`src/rtl/alu_pipe_gated.sv`:
```
// Two-stage pipelined ALU with valid/ready handshakes, per-result flags and a saturating
// completion counter. Define ALU_CLK_GATE_EN to clock each datapath stage from a latch-based gate.
module alu_pipe_gated #(
  parameter int WIDTH = 8,
  parameter int CNT_W = 16
) (
  input  logic             clk,
  input  logic             reset,
  input  logic             in_valid,
  output logic             in_ready,
  input  logic [WIDTH-1:0] a,
  input  logic [WIDTH-1:0] b,
  input  logic [2:0]       opcode,
  output logic             out_valid,
  input  logic             out_ready,
  output logic [WIDTH-1:0] result,
  output logic             carry,
  output logic             zero,
  output logic             negative,
  output logic             overflow,
  output logic [CNT_W-1:0] op_count
);

  localparam logic [2:0] OP_ADD = 3'b000;
  localparam logic [2:0] OP_SUB = 3'b001;
  localparam logic [2:0] OP_AND = 3'b010;
  localparam logic [2:0] OP_OR  = 3'b011;
  localparam logic [2:0] OP_XOR = 3'b100;
  localparam logic [2:0] OP_SHL = 3'b101;
  localparam logic [2:0] OP_SHR = 3'b110;
  localparam logic [2:0] OP_CMP = 3'b111;
  localparam logic [CNT_W-1:0] CNT_MAX = {CNT_W{1'b1}};

  logic             r_s1_valid;
  logic             r_out_valid;
  logic [WIDTH-1:0] r_a;
  logic [WIDTH-1:0] r_b;
  logic [2:0]       r_op;
  logic [WIDTH-1:0] r_result;
  logic             r_carry;
  logic             r_zero;
  logic             r_negative;
  logic             r_overflow;
  logic [CNT_W-1:0] r_op_count;

  logic             w_s1_load;
  logic             w_s2_load;
  logic             w_in_ready;
  logic             w_xfer;
  logic [WIDTH:0]   w_sum;
  logic [WIDTH:0]   w_diff;
  logic [WIDTH-1:0] w_res;
  logic             w_carry;
  logic             w_ovf;

  logic             w_clk_s1;
  logic             w_clk_s2;
  logic             w_ld_s1;
  logic             w_ld_s2;

  assign w_s2_load  = r_s1_valid && (!r_out_valid || out_ready);
  assign w_in_ready = !r_s1_valid || w_s2_load;
  assign w_s1_load  = in_valid && w_in_ready;
  assign w_xfer     = r_out_valid && out_ready;

`ifdef ALU_CLK_GATE_EN
  logic r_en_s1_lat;
  logic r_en_s2_lat;

  // Stage enables are captured while clk is low so the gated clocks cannot glitch.
  always_latch begin
    if (!clk) begin
      r_en_s1_lat <= w_s1_load;
      r_en_s2_lat <= w_s2_load;
    end
  end

  assign w_clk_s1 = clk & r_en_s1_lat;
  assign w_clk_s2 = clk & r_en_s2_lat;
  assign w_ld_s1  = 1'b1;
  assign w_ld_s2  = 1'b1;
`else
  assign w_clk_s1 = clk;
  assign w_clk_s2 = clk;
  assign w_ld_s1  = w_s1_load;
  assign w_ld_s2  = w_s2_load;
`endif

  // Pipeline occupancy: a stage fills on load and empties when drained with no replacement.
  always_ff @(posedge clk or posedge reset) begin
    if (reset) begin
      r_s1_valid  <= 1'b0;
      r_out_valid <= 1'b0;
    end else begin
      if (w_s1_load) begin
        r_s1_valid <= 1'b1;
      end else if (w_s2_load) begin
        r_s1_valid <= 1'b0;
      end
      if (w_s2_load) begin
        r_out_valid <= 1'b1;
      end else if (out_ready) begin
        r_out_valid <= 1'b0;
      end
    end
  end

  // Completed-transfer counter, pinned at its maximum value.
  always_ff @(posedge clk or posedge reset) begin
    if (reset) begin
      r_op_count <= {CNT_W{1'b0}};
    end else if (w_xfer && (r_op_count != CNT_MAX)) begin
      r_op_count <= r_op_count + {{(CNT_W-1){1'b0}}, 1'b1};
    end
  end

  // Stage 1 operand capture.
  always_ff @(posedge w_clk_s1 or posedge reset) begin
    if (reset) begin
      r_a  <= {WIDTH{1'b0}};
      r_b  <= {WIDTH{1'b0}};
      r_op <= 3'b000;
    end else if (w_ld_s1) begin
      r_a  <= a;
      r_b  <= b;
      r_op <= opcode;
    end
  end

  assign w_sum  = {1'b0, r_a} + {1'b0, r_b};
  assign w_diff = {1'b0, r_a} - {1'b0, r_b};

  // Stage 2 arithmetic; the top bit of w_diff is the unsigned borrow (A < B).
  always_comb begin
    w_res   = {WIDTH{1'b0}};
    w_carry = 1'b0;
    w_ovf   = 1'b0;
    case (r_op)
      OP_ADD: begin
        w_res   = w_sum[WIDTH-1:0];
        w_carry = w_sum[WIDTH];
        w_ovf   = (r_a[WIDTH-1] == r_b[WIDTH-1]) && (w_sum[WIDTH-1] != r_a[WIDTH-1]);
      end
      OP_SUB: begin
        w_res   = w_diff[WIDTH-1:0];
        w_carry = w_diff[WIDTH];
        w_ovf   = (r_a[WIDTH-1] != r_b[WIDTH-1]) && (w_diff[WIDTH-1] != r_a[WIDTH-1]);
      end
      OP_AND: w_res = r_a & r_b;
      OP_OR:  w_res = r_a | r_b;
      OP_XOR: w_res = r_a ^ r_b;
      OP_SHL: begin
        w_res   = {r_a[WIDTH-2:0], 1'b0};
        w_carry = r_a[WIDTH-1];
      end
      OP_SHR: begin
        w_res   = {1'b0, r_a[WIDTH-1:1]};
        w_carry = r_a[0];
      end
      OP_CMP: begin
        w_res   = {{(WIDTH-1){1'b0}}, (r_a == r_b)};
        w_carry = w_diff[WIDTH];
      end
      default: begin
        w_res   = {WIDTH{1'b0}};
        w_carry = 1'b0;
        w_ovf   = 1'b0;
      end
    endcase
  end

  // Stage 2 result and flag registers.
  always_ff @(posedge w_clk_s2 or posedge reset) begin
    if (reset) begin
      r_result   <= {WIDTH{1'b0}};
      r_carry    <= 1'b0;
      r_zero     <= 1'b0;
      r_negative <= 1'b0;
      r_overflow <= 1'b0;
    end else if (w_ld_s2) begin
      r_result   <= w_res;
      r_carry    <= w_carry;
      r_zero     <= (w_res == {WIDTH{1'b0}});
      r_negative <= w_res[WIDTH-1];
      r_overflow <= w_ovf;
    end
  end

  assign in_ready  = w_in_ready;
  assign out_valid = r_out_valid;
  assign result    = r_result;
  assign carry     = r_carry;
  assign zero      = r_zero;
  assign negative  = r_negative;
  assign overflow  = r_overflow;
  assign op_count  = r_op_count;

endmodule
```
`config.mk`:
```
export PLATFORM = sky130hd
export DESIGN_NAME = alu_pipe_gated
export DESIGN_NICKNAME = d
export VERILOG_FILES = /design/src/rtl/alu_pipe_gated.sv
export SDC_FILE = /design/constraint.sdc
export NUM_CORES = 1
export LEC_CHECK = 0
export ABC_CLOCK_PERIOD_IN_PS = 5100
export CAP_MARGIN = 5
export CORE_AREA = 5 5 113 115
export DETAILED_ROUTE_END_ITERATION = 7
export DIE_AREA = 0 0 118 120
export PLACE_DENSITY_LB_ADDON = 0.12
export SYNTH_ARGS = -nofsm -noshare
export SYNTH_HDL_FRONTEND = slang
export SYNTH_SLANG_ARGS = --single-unit
```
`constraint.sdc`:
```
create_clock -name clk -period 5.1 [get_ports clk]
set_input_delay 0.765 -clock clk [delete_from_list [all_inputs] [get_ports clk]]
set_output_delay 0.765 -clock clk [all_outputs]
set_load 0.05 [all_outputs]
```
==> results of run 1 <==
==> kinds of logic (layout without fill, tap and decap cells) <==
logic type      after synthesis  count (layout)  synth area share (%)
simple gates                111             111                 16.82
mux                          28              28                 9.068
buf+inv                      48              91                 6.471
xor+xnor                     17              17                 4.351
fa+ha+maj                    27              27                 10.31
compound gates               83              83                 17.88
flops                        48              48                 35.10
==> stage by stage <==
step,area (um^2),utilization [%],hold WS [ns],total power [mW],std cells
after global routing,4215,35.99,0.5130,1.998,552
after detailed placement,4021,34.34,0.4627,1.443,544
after global placement,4021,34.34,0.4631,1.442,544
after floorplan,3422,-,0.4708,1.185,362
final,4215,35.99,0.4800,1.873,552
after CTS,4215,35.99,0.4865,1.895,552
==> metal layers <==
metal  part of all wire, %  GRT usage, %  vias to the layer above
li1                      -             -                     1371
met1                    46         17.78                     1346
met2                    48         21.89                       72
met3                   4.5         2.828                       11
met4                   1.7         4.588                        0
met5                     0             0                        -
==> synth_stat cells (6+ instances only) <==
cell type / number / area, um^2
nor2b_1: 6 / 37.54
ha_1: 25 / 312.8
buf_4: 6 / 45.04
nand3_1: 11 / 55.05
xor2_1: 12 / 105.1
a21oi_1: 12 / 60.06
nand2b_1: 9 / 56.30
nor2_1: 19 / 71.32
o21ai_0: 13 / 65.06
mux2_2: 24 / 270.3
dfrtp_1: 48 / 1201
nand2_1: 34 / 127.6
inv_1: 30 / 112.6
==> sequential cells by signal, indices dropped and copies added (netlist names) <==
register	cells
op_count	16
r_s1_valid	1
zero	1
r_a	8
result	8
r_b	8
overflow	1
r_op	3
carry	1
out_valid	1
==> where the power goes <==
group / switching (mW) / internal (mW)
registers: 0.109 / 0.457
clock network: 0.159 / 0.283
logic: 0.536 / 0.329
==> final cells by class <==
type,count,area [um^2]
Clock buffer,5,125.1
Clock inverter,3,68.82
Fill cell,1227,7496
Inverter,31,116.4
Multi-Input combinational cell,266,1999
Sequential cell,48,1201
Tap cell,147,183.9
Timing Repair Buffer,52,520.5
==> worst max-delay path: stages <==
cell and delay (ns):
clkdlybuf4s50_1 0.49, nand3b_1 0.16, clkdlybuf4s50_1 0.83
==> worst max path at each step <==
stage / startpoint / to / cells after the start
global route: out_ready / in_ready / 3
global placement: out_ready / in_ready / 3
CTS: out_ready / in_ready / 3
finish: out_ready / in_ready / 3
floorplan: out_ready / r_a[7]$_DFFE_PP0P_ / 4
detailed placement: out_ready / in_ready / 3
==> metrics.cfg, run 1 <==
[global_routing]
grt-ovfl-total = 0
grt_start_max_net_pins = 49
grt_pass1_wl_um = 15550
grt_pass1_vias = 2888
grt_usage_pct = 13.47
antenna_found_initial = 0

[setup_path]
startpoint_type = input port
critPathArrivalTime_ns = 2.24
timing_worst_setup_path_type = input port to output port
cp_max_fo = 3
ff2ff_setup_slack_ns = 2.31
worstReg2RegEnd = zero$_DFFE_PP0P_
rr_startpoint = r_a[3]$_DFFE_PP0P_
required_ns = 4.34
reg2reg_depth = 8
cp-end-kind = output port

[final_layout]
drive_above_1_share_pct = 11.85
most-common-layout-cells = clkdlybuf4s50_1 (52), dfrtp_1 (48), nand2_1 (34), inv_1 (29), ha_1 (25)
nets = 454
diodes = 0
syn2layout_area_growth_pct = 23.18
final_common_cell = clkdlybuf4s50_1

[placement]
numPortBuffers = 52
dp_slack_ns = 2.091
hpwlAfterDp_um = 7008
gp_congestion = 0.8453

[yosys]
ys_warn_count = 0
syn-num-nets = 412
synth_cell_types = 68
ys_seq_area_share_pct = 35.10
syn_avg_cell_area_um2 = 9.453
syn_area_um2 = 3422
synth_edf_count = 0
synthCells = 362
synth_ff_type = dfrtp_1
synth_seq_cells = 48
ys_async_sr_fraction_pct = 100.0

[job]
cap_viol_max_count = 0

[clock_network]
cts_root_buffer = clkbuf_16
htreeDepth = 2
post_cts_buffers = 0
clkTransAtPathRegs_ns = 0.07
cts_tree = done
clock_sinks = 48
cts_hold_buf = 0
cts_made_buffers = 5
clockBufferDepth = 2
clock_latency_ns = 0.29
cts_repair_resize_count = 0

[timing]
fmax_mhz = 333.1
setup_viol = 0
fin_setup_tns_ns = 0
setup_slack_ns = 2.098
clock_skew_ns = 0.008404
rsz0062_at_grt = false
finalHoldViolations = 0
worst_pin_slew_ns = 1.035
finalMaxSlewViolations = 0
period_share_pct = 58.87
period_needed_ns = 3.002
slew_headroom_pct = 30.93

[power_and_ir_drop]
p_leak_nw = 1.826
power.density_nw_per_um2 = 444.3
ir_worst_vdd_mv = 0.2569

[worst_hold_path]
hold_class = register to register
holdCritStartpoint = result[6]$_DFFE_PP0P_
holdPathEnd = result[6]$_DFFE_PP0P_
hold_depth = 2

[die]
core_area_um2 = 11710
fp.dieArea_um2 = 14160
die_h_um = 120
die_w_um = 118
io_pins = 53
rows = 40
start_util_pct = 29.22

[detailed_routing]
first_pass_iters = 4
wl_per_cell_um = 16.83
drtIter0Drc = 136
viasPerCell = 5.072
drc_errors = 0
via_count = 2800
ant_nets = 0
wl_um = 9289

[outcome]
status = complete, no violations

(Power assumes the default switching activity.)
==> run 2: changes to the inputs <==
--- a/config.mk
+++ b/config.mk
@@ -5,7 +5,7 @@
 export SDC_FILE = /design/constraint.sdc
 export NUM_CORES = 1
 export LEC_CHECK = 0
-export ABC_CLOCK_PERIOD_IN_PS = 5100
+export ABC_CLOCK_PERIOD_IN_PS = 3100
 export CAP_MARGIN = 5
 export CORE_AREA = 5 5 113 115
 export DETAILED_ROUTE_END_ITERATION = 7
==> constraint.sdc (replaced) <==
create_clock -name clk -period 3.1 [get_ports clk]
set_input_delay 0.465 -clock clk [delete_from_list [all_inputs] [get_ports clk]]
set_output_delay 0.465 -clock clk [all_outputs]
set_load 0.05 [all_outputs]
==> run 2 against run 1 <==
Net effect: sequential cell count stayed put; die area unchanged; global-route usage up 0.42 points; utilization increased by 0.58 points; cell area up 1.6%; setup slack worse by 1.7 ns; power increased by 67%; worst hold slack better by 0.0025 ns; critical path depth rose by 5; non-clock buffer count is 9 higher.
==> metrics.cfg, run 2 (same netlist as run 1, synthesis figures left out) <==
[outcome]
status = complete, no violations

[global_routing]
grt_start_max_net_pins = 30  ; -39%
grt_usage_pct = 13.89  ; +0.42 points
grt_pass1_vias = 2927  ; +1.4%
grt_pass1_wl_um = 15790  ; +1.6%
grt-ovfl-total = 0  ; unchanged
antenna_found_initial = 0  ; unchanged

[final_layout]
most-common-layout-cells = clkdlybuf4s50_1 (52), dfrtp_1 (48), nand2_1 (34), inv_1 (29), ha_1 (25)
final_common_cell = clkdlybuf4s50_1
diodes = 0  ; unchanged
nets = 463  ; +2.0%
largest_reg_flops = 16  ; unchanged
drive_above_1_share_pct = 13.77  ; +1.9 points
syn2layout_area_growth_pct = 25.16

[setup_path]
worstReg2RegEnd = result[5]$_DFFE_PP0P_
rr_startpoint = r_a[3]$_DFFE_PP0P_
ff2ff_setup_slack_ns = 0.38  ; -1.93 ns
cp_max_fo = 13  ; +10
startpoint_type = register
required_ns = 3.34  ; -1.00 ns
cp-end-kind = register
reg2reg_depth = 8  ; unchanged
timing_worst_setup_path_type = register to register
critPathArrivalTime_ns = 2.96  ; +0.72 ns

[clock_network]
cts_tree = done
cts_root_buffer = clkbuf_16
clkTransAtPathRegs_ns = 0.07  ; about the same
cts_repair_resize_count = 0  ; unchanged
clock_latency_ns = 0.30  ; about the same
clockBufferDepth = 2  ; unchanged
cts_made_buffers = 5  ; unchanged
post_cts_buffers = 0  ; unchanged
clock_sinks = 48  ; unchanged
cts_hold_buf = 0  ; unchanged
htreeDepth = 2  ; unchanged

[die]
die_h_um = 120  ; unchanged
die_w_um = 118  ; unchanged
io_pins = 53  ; unchanged
fp.dieArea_um2 = 14160  ; unchanged
start_util_pct = 29.22  ; unchanged
core_area_um2 = 11710  ; unchanged
rows = 40  ; unchanged

[power_and_ir_drop]
netSwitchingPower_mw = 1.340  ; +67%
p_leak_nw = 1.870  ; +2.4%
power.density_nw_per_um2 = 729.7  ; +64%
pwr-share-seq_pct = 29.7  ; -0.5 points
combPwrFrac_pct = 46.9  ; +0.7 points
p_int_mw = 1.786  ; +67%
clockPowerShare_pct = 23.4  ; -0.2 points
ir_worst_vdd_mv = 0.4151  ; +62%
switching_share_pct = 42.86  ; -0.051 points

[placement]
numPortBuffers = 52  ; unchanged
gp_congestion = 0.8512  ; +0.70%
hpwlAfterDp_um = 7454  ; +6.4%

[timing]
holdWs_ns = 0.4825  ; +0.002488 ns
setup_viol = 0  ; unchanged
slew_headroom_pct = 52.06  ; +21 points
clock_skew_ns = 0.006842  ; -0.001561 ns
finalHoldViolations = 0  ; unchanged
finalMaxSlewViolations = 0  ; unchanged
period_share_pct = 87.63
period_needed_ns = 2.716
worst_pin_slew_ns = 0.7191  ; -0.3154 ns
fin_setup_tns_ns = 0  ; unchanged
fmax_mhz = 368.1
rsz0062_at_grt = false

[detailed_routing]
wl_um = 9616  ; +3.5%
first_pass_iters = 4  ; unchanged
drc_errors = 0  ; unchanged
wl_per_cell_um = 17.14  ; +1.9%
via_count = 2869  ; +2.5%
drtIter0Drc = 111  ; -18%
viasPerCell = 5.114  ; +0.82%
ant_nets = 0  ; unchanged

[worst_hold_path]
hold_depth = 2  ; unchanged
holdCritStartpoint = result[2]$_DFFE_PP0P_
hold_class = register to register
holdPathEnd = result[2]$_DFFE_PP0P_

[job]
cap_viol_max_count = 0  ; unchanged

run 2: worst max-delay path, stage by stage (launching register included):
cell and delay [ns]:
dfrtp_1 0.47, inv_1 0.07, ha_1 0.53, and2b_2 0.28, a2111oi_2 0.48, a211o_2 0.18, nand2_1 0.05, o31ai_1 0.37
mux2_2 0.23
run 2: power by group through the flow:
stage / clock (mW) / sequential [mW] / combinational, mW
CTS: 0.749 / 0.929 / 1.48
global placement: 0 / 0.941 / 1.47
global route: 0.776 / 0.955 / 1.60
finish: 0.732 / 0.927 / 1.47
detailed placement: 0 / 0.940 / 1.47
floorplan: 0 / 1.20 / 0.754
run 2: how the worst max path moves through the flow:
| stage | from | endpoint | cells past startpoint |
|---|---|---|---|
| 5_1_grt | r_a[0]$_DFFE_PP0P_ | zero$_DFFE_PP0P_ | 9 |
| 4_1_cts | r_a[3]$_DFFE_PP0P_ | result[5]$_DFFE_PP0P_ | 8 |
| 2_1_floorplan | out_valid$_DFFE_PP0P_ | r_a[7]$_DFFE_PP0P_ | 4 |
| 6_report | r_a[3]$_DFFE_PP0P_ | result[5]$_DFFE_PP0P_ | 8 |
| 3_3_place_gp | r_a[3]$_DFFE_PP0P_ | result[5]$_DFFE_PP0P_ | 8 |
| 3_5_place_dp | r_a[3]$_DFFE_PP0P_ | result[5]$_DFFE_PP0P_ | 8 |
run 2: layout make-up:
cell class,count,area [um^2]
clock buffer,5,125.1
clock inverter,3,68.82
fill,1203,7428
inverter,31,116.4
multi-input combinational,266,1999
sequential,48,1201
tap,147,183.9
timing repair buffer,61,588.1
run 2: metal layers:
layer  vias up  wire length, um  track usage (%)
met5         -                0                0
met4         0              160            4.444
met3        11              392            3.440
met2        56             4568            22.98
met1      1407             4494            17.80
li1       1395                -                -
run 2: stage by stage:
| step | setup WS, ns | power (mW) | util [%] | cells | area [um^2] |
|---|---|---|---|---|---|
| detailed placement | 0.3743 | 2.410 | 34.91 | 553 | 4089 |
| CTS | 0.3608 | 3.154 | 36.57 | 561 | 4283 |
| floorplan | 0.6009 | 1.950 | - | 362 | 3422 |
| global route | 0.1410 | 3.327 | 36.57 | 561 | 4283 |
| finish | 0.3836 | 3.125 | 36.57 | 561 | 4283 |
| global placement | 0.3921 | 2.414 | 34.91 | 553 | 4089 |
==> run 3: changes to the inputs <==
--- a/config.mk
+++ b/config.mk
@@ -5,12 +5,15 @@
 export SDC_FILE = /design/constraint.sdc
 export NUM_CORES = 1
 export LEC_CHECK = 0
+export ABC_AREA = 1
 export ABC_CLOCK_PERIOD_IN_PS = 3100
 export CAP_MARGIN = 5
-export CORE_AREA = 5 5 113 115
+export CORE_AREA = 5 5 114 116
+export CTS_BUF_LIST = sky130_fd_sc_hd__clkbuf_8 sky130_fd_sc_hd__clkbuf_16
 export DETAILED_ROUTE_END_ITERATION = 7
-export DIE_AREA = 0 0 118 120
+export DIE_AREA = 0 0 119 121
 export PLACE_DENSITY_LB_ADDON = 0.12
+export SKIP_LAST_GASP = 1
 export SYNTH_ARGS = -nofsm -noshare
 export SYNTH_HDL_FRONTEND = slang
 export SYNTH_SLANG_ARGS = --single-unit
==> run 3 against run 2 <==
Net effect: die area up 1.7%; routed wire length increased by 1.2%; worst hold slack lost 0.017 ns; sequential cell count did not move; utilization down 0.28 points; sequential share of layout area about the same; clock power is essentially flat; synthesized cell count grew 33%; combinational power hardly changed; non-clock buffer count is 7 lower; via count rose by 8.7%.
==> metrics.cfg, run 3 <==
[yosys]
synth_ff_type = dfrtp_1
syn-num-nets = 531  ; +29%
synth_edf_count = 0  ; unchanged
synth_top_area_share_pct = 34.81  ; -0.29 points
syn_area_um2 = 3451  ; +0.84%
synth_seq_cells = 48  ; unchanged
ys_warn_count = 0  ; unchanged
synth_cell_types = 36  ; -47%
ys_async_sr_fraction_pct = 100.0  ; unchanged
synth.most_common_cell = nand2_1
syn_avg_cell_area_um2 = 7.174  ; -24%
ys_seq_area_share_pct = 34.81  ; -0.29 points
synthCells = 481  ; +33%
synth_area_leaders = dfrtp_1 (35%), nand2_1 (13%), ha_1 (9.1%), inv_1 (7.0%), nor2_1 (6.4%)
synth_largest_area_cell = dfrtp_1
ys_top_cells_by_count = nand2_1 (124), inv_1 (64), nor2_1 (59)

[timing]
period_needed_ns = 2.446  ; -0.2702 ns
setup_viol = 0  ; unchanged
slew_headroom_pct = 63.66  ; +12 points
fin_setup_tns_ns = 0  ; unchanged
finalMaxSlewViolations = 0  ; unchanged
period_share_pct = 78.91  ; -8.7 points
fmax_mhz = 408.8  ; +11%
setup_slack_ns = 0.6538  ; +0.2702 ns
clock_skew_ns = 0.006963  ; +0.0001209 ns
rsz0062_at_grt = false
worst_pin_slew_ns = 0.5452  ; -0.1740 ns
finalHoldViolations = 0  ; unchanged

[power_and_ir_drop]
netSwitchingPower_mw = 1.374  ; +2.6%
pwr-share-seq_pct = 29.1  ; -0.6 points
clockPowerShare_pct = 23.8  ; +0.4 points
power.density_nw_per_um2 = 716.7  ; -1.8%
p_leak_nw = 2.115  ; +13%
switching_share_pct = 44.72  ; +1.9 points
ir_worst_vdd_mv = 0.2040  ; -51%
combPwrFrac_pct = 47.1  ; +0.2 points
p_int_mw = 1.698  ; -4.9%

[setup_path]
cp_max_fo = 3  ; -10
critPathArrivalTime_ns = 1.98  ; -0.98 ns
cp-end-kind = output port
timing_worst_setup_path_type = input port to output port
startpoint_type = input port
required_ns = 2.63  ; -0.71 ns
ff2ff_setup_slack_ns = 0.91  ; +0.53 ns

[global_routing]
grt_pass1_vias = 3061  ; +4.6%
grt-ovfl-total = 0  ; unchanged
grt_start_max_net_pins = 40  ; +33%
grt_pass1_wl_um = 15880  ; +0.61%
antenna_found_initial = 0  ; unchanged
grt_usage_pct = 13.78  ; -0.11 points

[detailed_routing]
first_pass_iters = 4  ; unchanged
viasPerCell = 4.607  ; -9.9%
drc_errors = 0  ; unchanged
drtIter0Drc = 193  ; +74%
wl_per_cell_um = 14.38  ; -16%
via_count = 3119  ; +8.7%
wl_um = 9732  ; +1.2%
ant_nets = 0  ; unchanged

[clock_network]
cts_root_buffer = clkbuf_16
clock_sinks = 48  ; unchanged
cts_made_buffers = 5  ; unchanged
cts_hold_buf = 0  ; unchanged
cts_repair_resize_count = 0  ; unchanged
clkTransAtPathRegs_ns = 0.07  ; about the same
cts_tree = done
clock_latency_ns = 0.30  ; about the same
htreeDepth = 2  ; unchanged
post_cts_buffers = 0  ; unchanged
clockBufferDepth = 2  ; unchanged

[die]
die_h_um = 121  ; +0.83%
rows = 40  ; unchanged
start_util_pct = 29.22  ; about the same
core_area_um2 = 11810  ; +0.85%
fp.dieArea_um2 = 14400  ; +1.7%
die_w_um = 119  ; +0.85%
io_pins = 53  ; unchanged

[final_layout]
final_core_util_pct = 36.29  ; -0.28 points
regArea_um2 = 1201  ; unchanged
fillers = 1297  ; +7.8%
most-common-layout-cells = nand2_1 (124), inv_1 (63), nor2_1 (59), clkdlybuf4s50_1 (52), dfrtp_1 (48)
multi_input_area_um2 = 1921  ; -3.9%
postLayoutCellArea_um2 = 4287  ; about the same
syn2layout_area_growth_pct = 24.22
final_common_cell = nand2_1
largest_reg_flops = 16  ; unchanged
diodes = 0  ; unchanged
nets = 579  ; +25%
drive_above_1_share_pct = 4.906  ; -8.9 points

[placement]
hpwlAfterDp_um = 7659  ; +2.7%
place_area_um2 = 4093  ; about the same
dp_slack_ns = 0.6503  ; +0.2760 ns
numPortBuffers = 52  ; unchanged
gp_congestion = 0.8789  ; +3.3%

[worst_hold_path]
hold_class = input port to async pin

[outcome]
status = complete, no violations

[job]
cap_viol_max_count = 0  ; unchanged

run 3: cell count changes in the layout (fill, tap and decap cells not counted), sizes merged, moves of 9 or more:
| cell | delta |
|---|---|
| nand2b | -9 |
| mux2 | -24 |
| nand3 | +25 |
| a21oi | +16 |
| nor2 | +47 |
| nand2 | +91 |
| inv | +36 |
run 3: per-stage QoR:
stage | instances | hold WS [ns] | power [mW]
final | 677 | 0.4651 | 3.072
after global routing | 677 | 0.5089 | 3.292
after CTS | 677 | 0.4803 | 3.112
after detailed placement | 669 | 0.4681 | 2.359
after global placement | 669 | 0.4656 | 2.356
after floorplan | 481 | 0.5283 | 1.908
run 3: critical path, stage by stage:
cell and delay [ns]:
clkdlybuf4s50_1 0.52, inv_1 0.07, nand3_1 0.11, clkdlybuf4s50_1 0.82
run 3: logic make-up (layout without fill, tap and decap cells):
group                    Yosys count  count (layout)  synth area share (%)
AO/OA/AOI/OAI                     58              58                 8.956
XOR/XNOR                          17              17                 4.315
adder cells (fa/ha/maj)           27              27                 10.22
buffers and inverters             80             129                 9.536
flip-flops                        48              48                 34.81
AND/OR/NAND/NOR                  251             251                 32.16
run 3: per-layer routing:
metal / track usage, % / vias to the layer above / wire length [um]
met5: 0 / - / 0
met4: 2.824 / 0 / 40
met3: 2.984 / 2 / 342
met2: 22.04 / 57 / 4484
met1: 19.17 / 1441 / 4865
li1: - / 1619 / -
run 3: final timing paths:
kind,startpoint,endpoint,depth (start not counted)
max,out_ready,in_ready,4
min,reset,r_a[2]$_DFFE_PP0P_,2
max reg2reg,r_a[0]$_DFFE_PP0P_,zero$_DFFE_PP0P_,12
min reg2reg,result[6]$_DFFE_PP0P_,result[6]$_DFFE_PP0P_,2
max in group asynchronous,reset,result[6]$_DFFE_PP0P_,3
min in group clk,result[6]$_DFFE_PP0P_,result[6]$_DFFE_PP0P_,2
run 3: layout make-up:
type	count	area share [%]
repair buffers	54	12.49
well taps	147	4.291
clock buffers	5	2.919
inverters	67	5.867
multi-input cells	353	44.80
flip-flops and latches	48	28.02
clock inverters	3	1.605
run 3: power groups by stage:
stage / registers, mW / clock network (mW) / logic, mW
CTS: 0.897 / 0.760 / 1.45
global route: 0.920 / 0.791 / 1.58
global placement: 0.906 / 0 / 1.45
detailed placement: 0.909 / 0 / 1.45
finish: 0.894 / 0.730 / 1.45
floorplan: 1.20 / 0 / 0.706
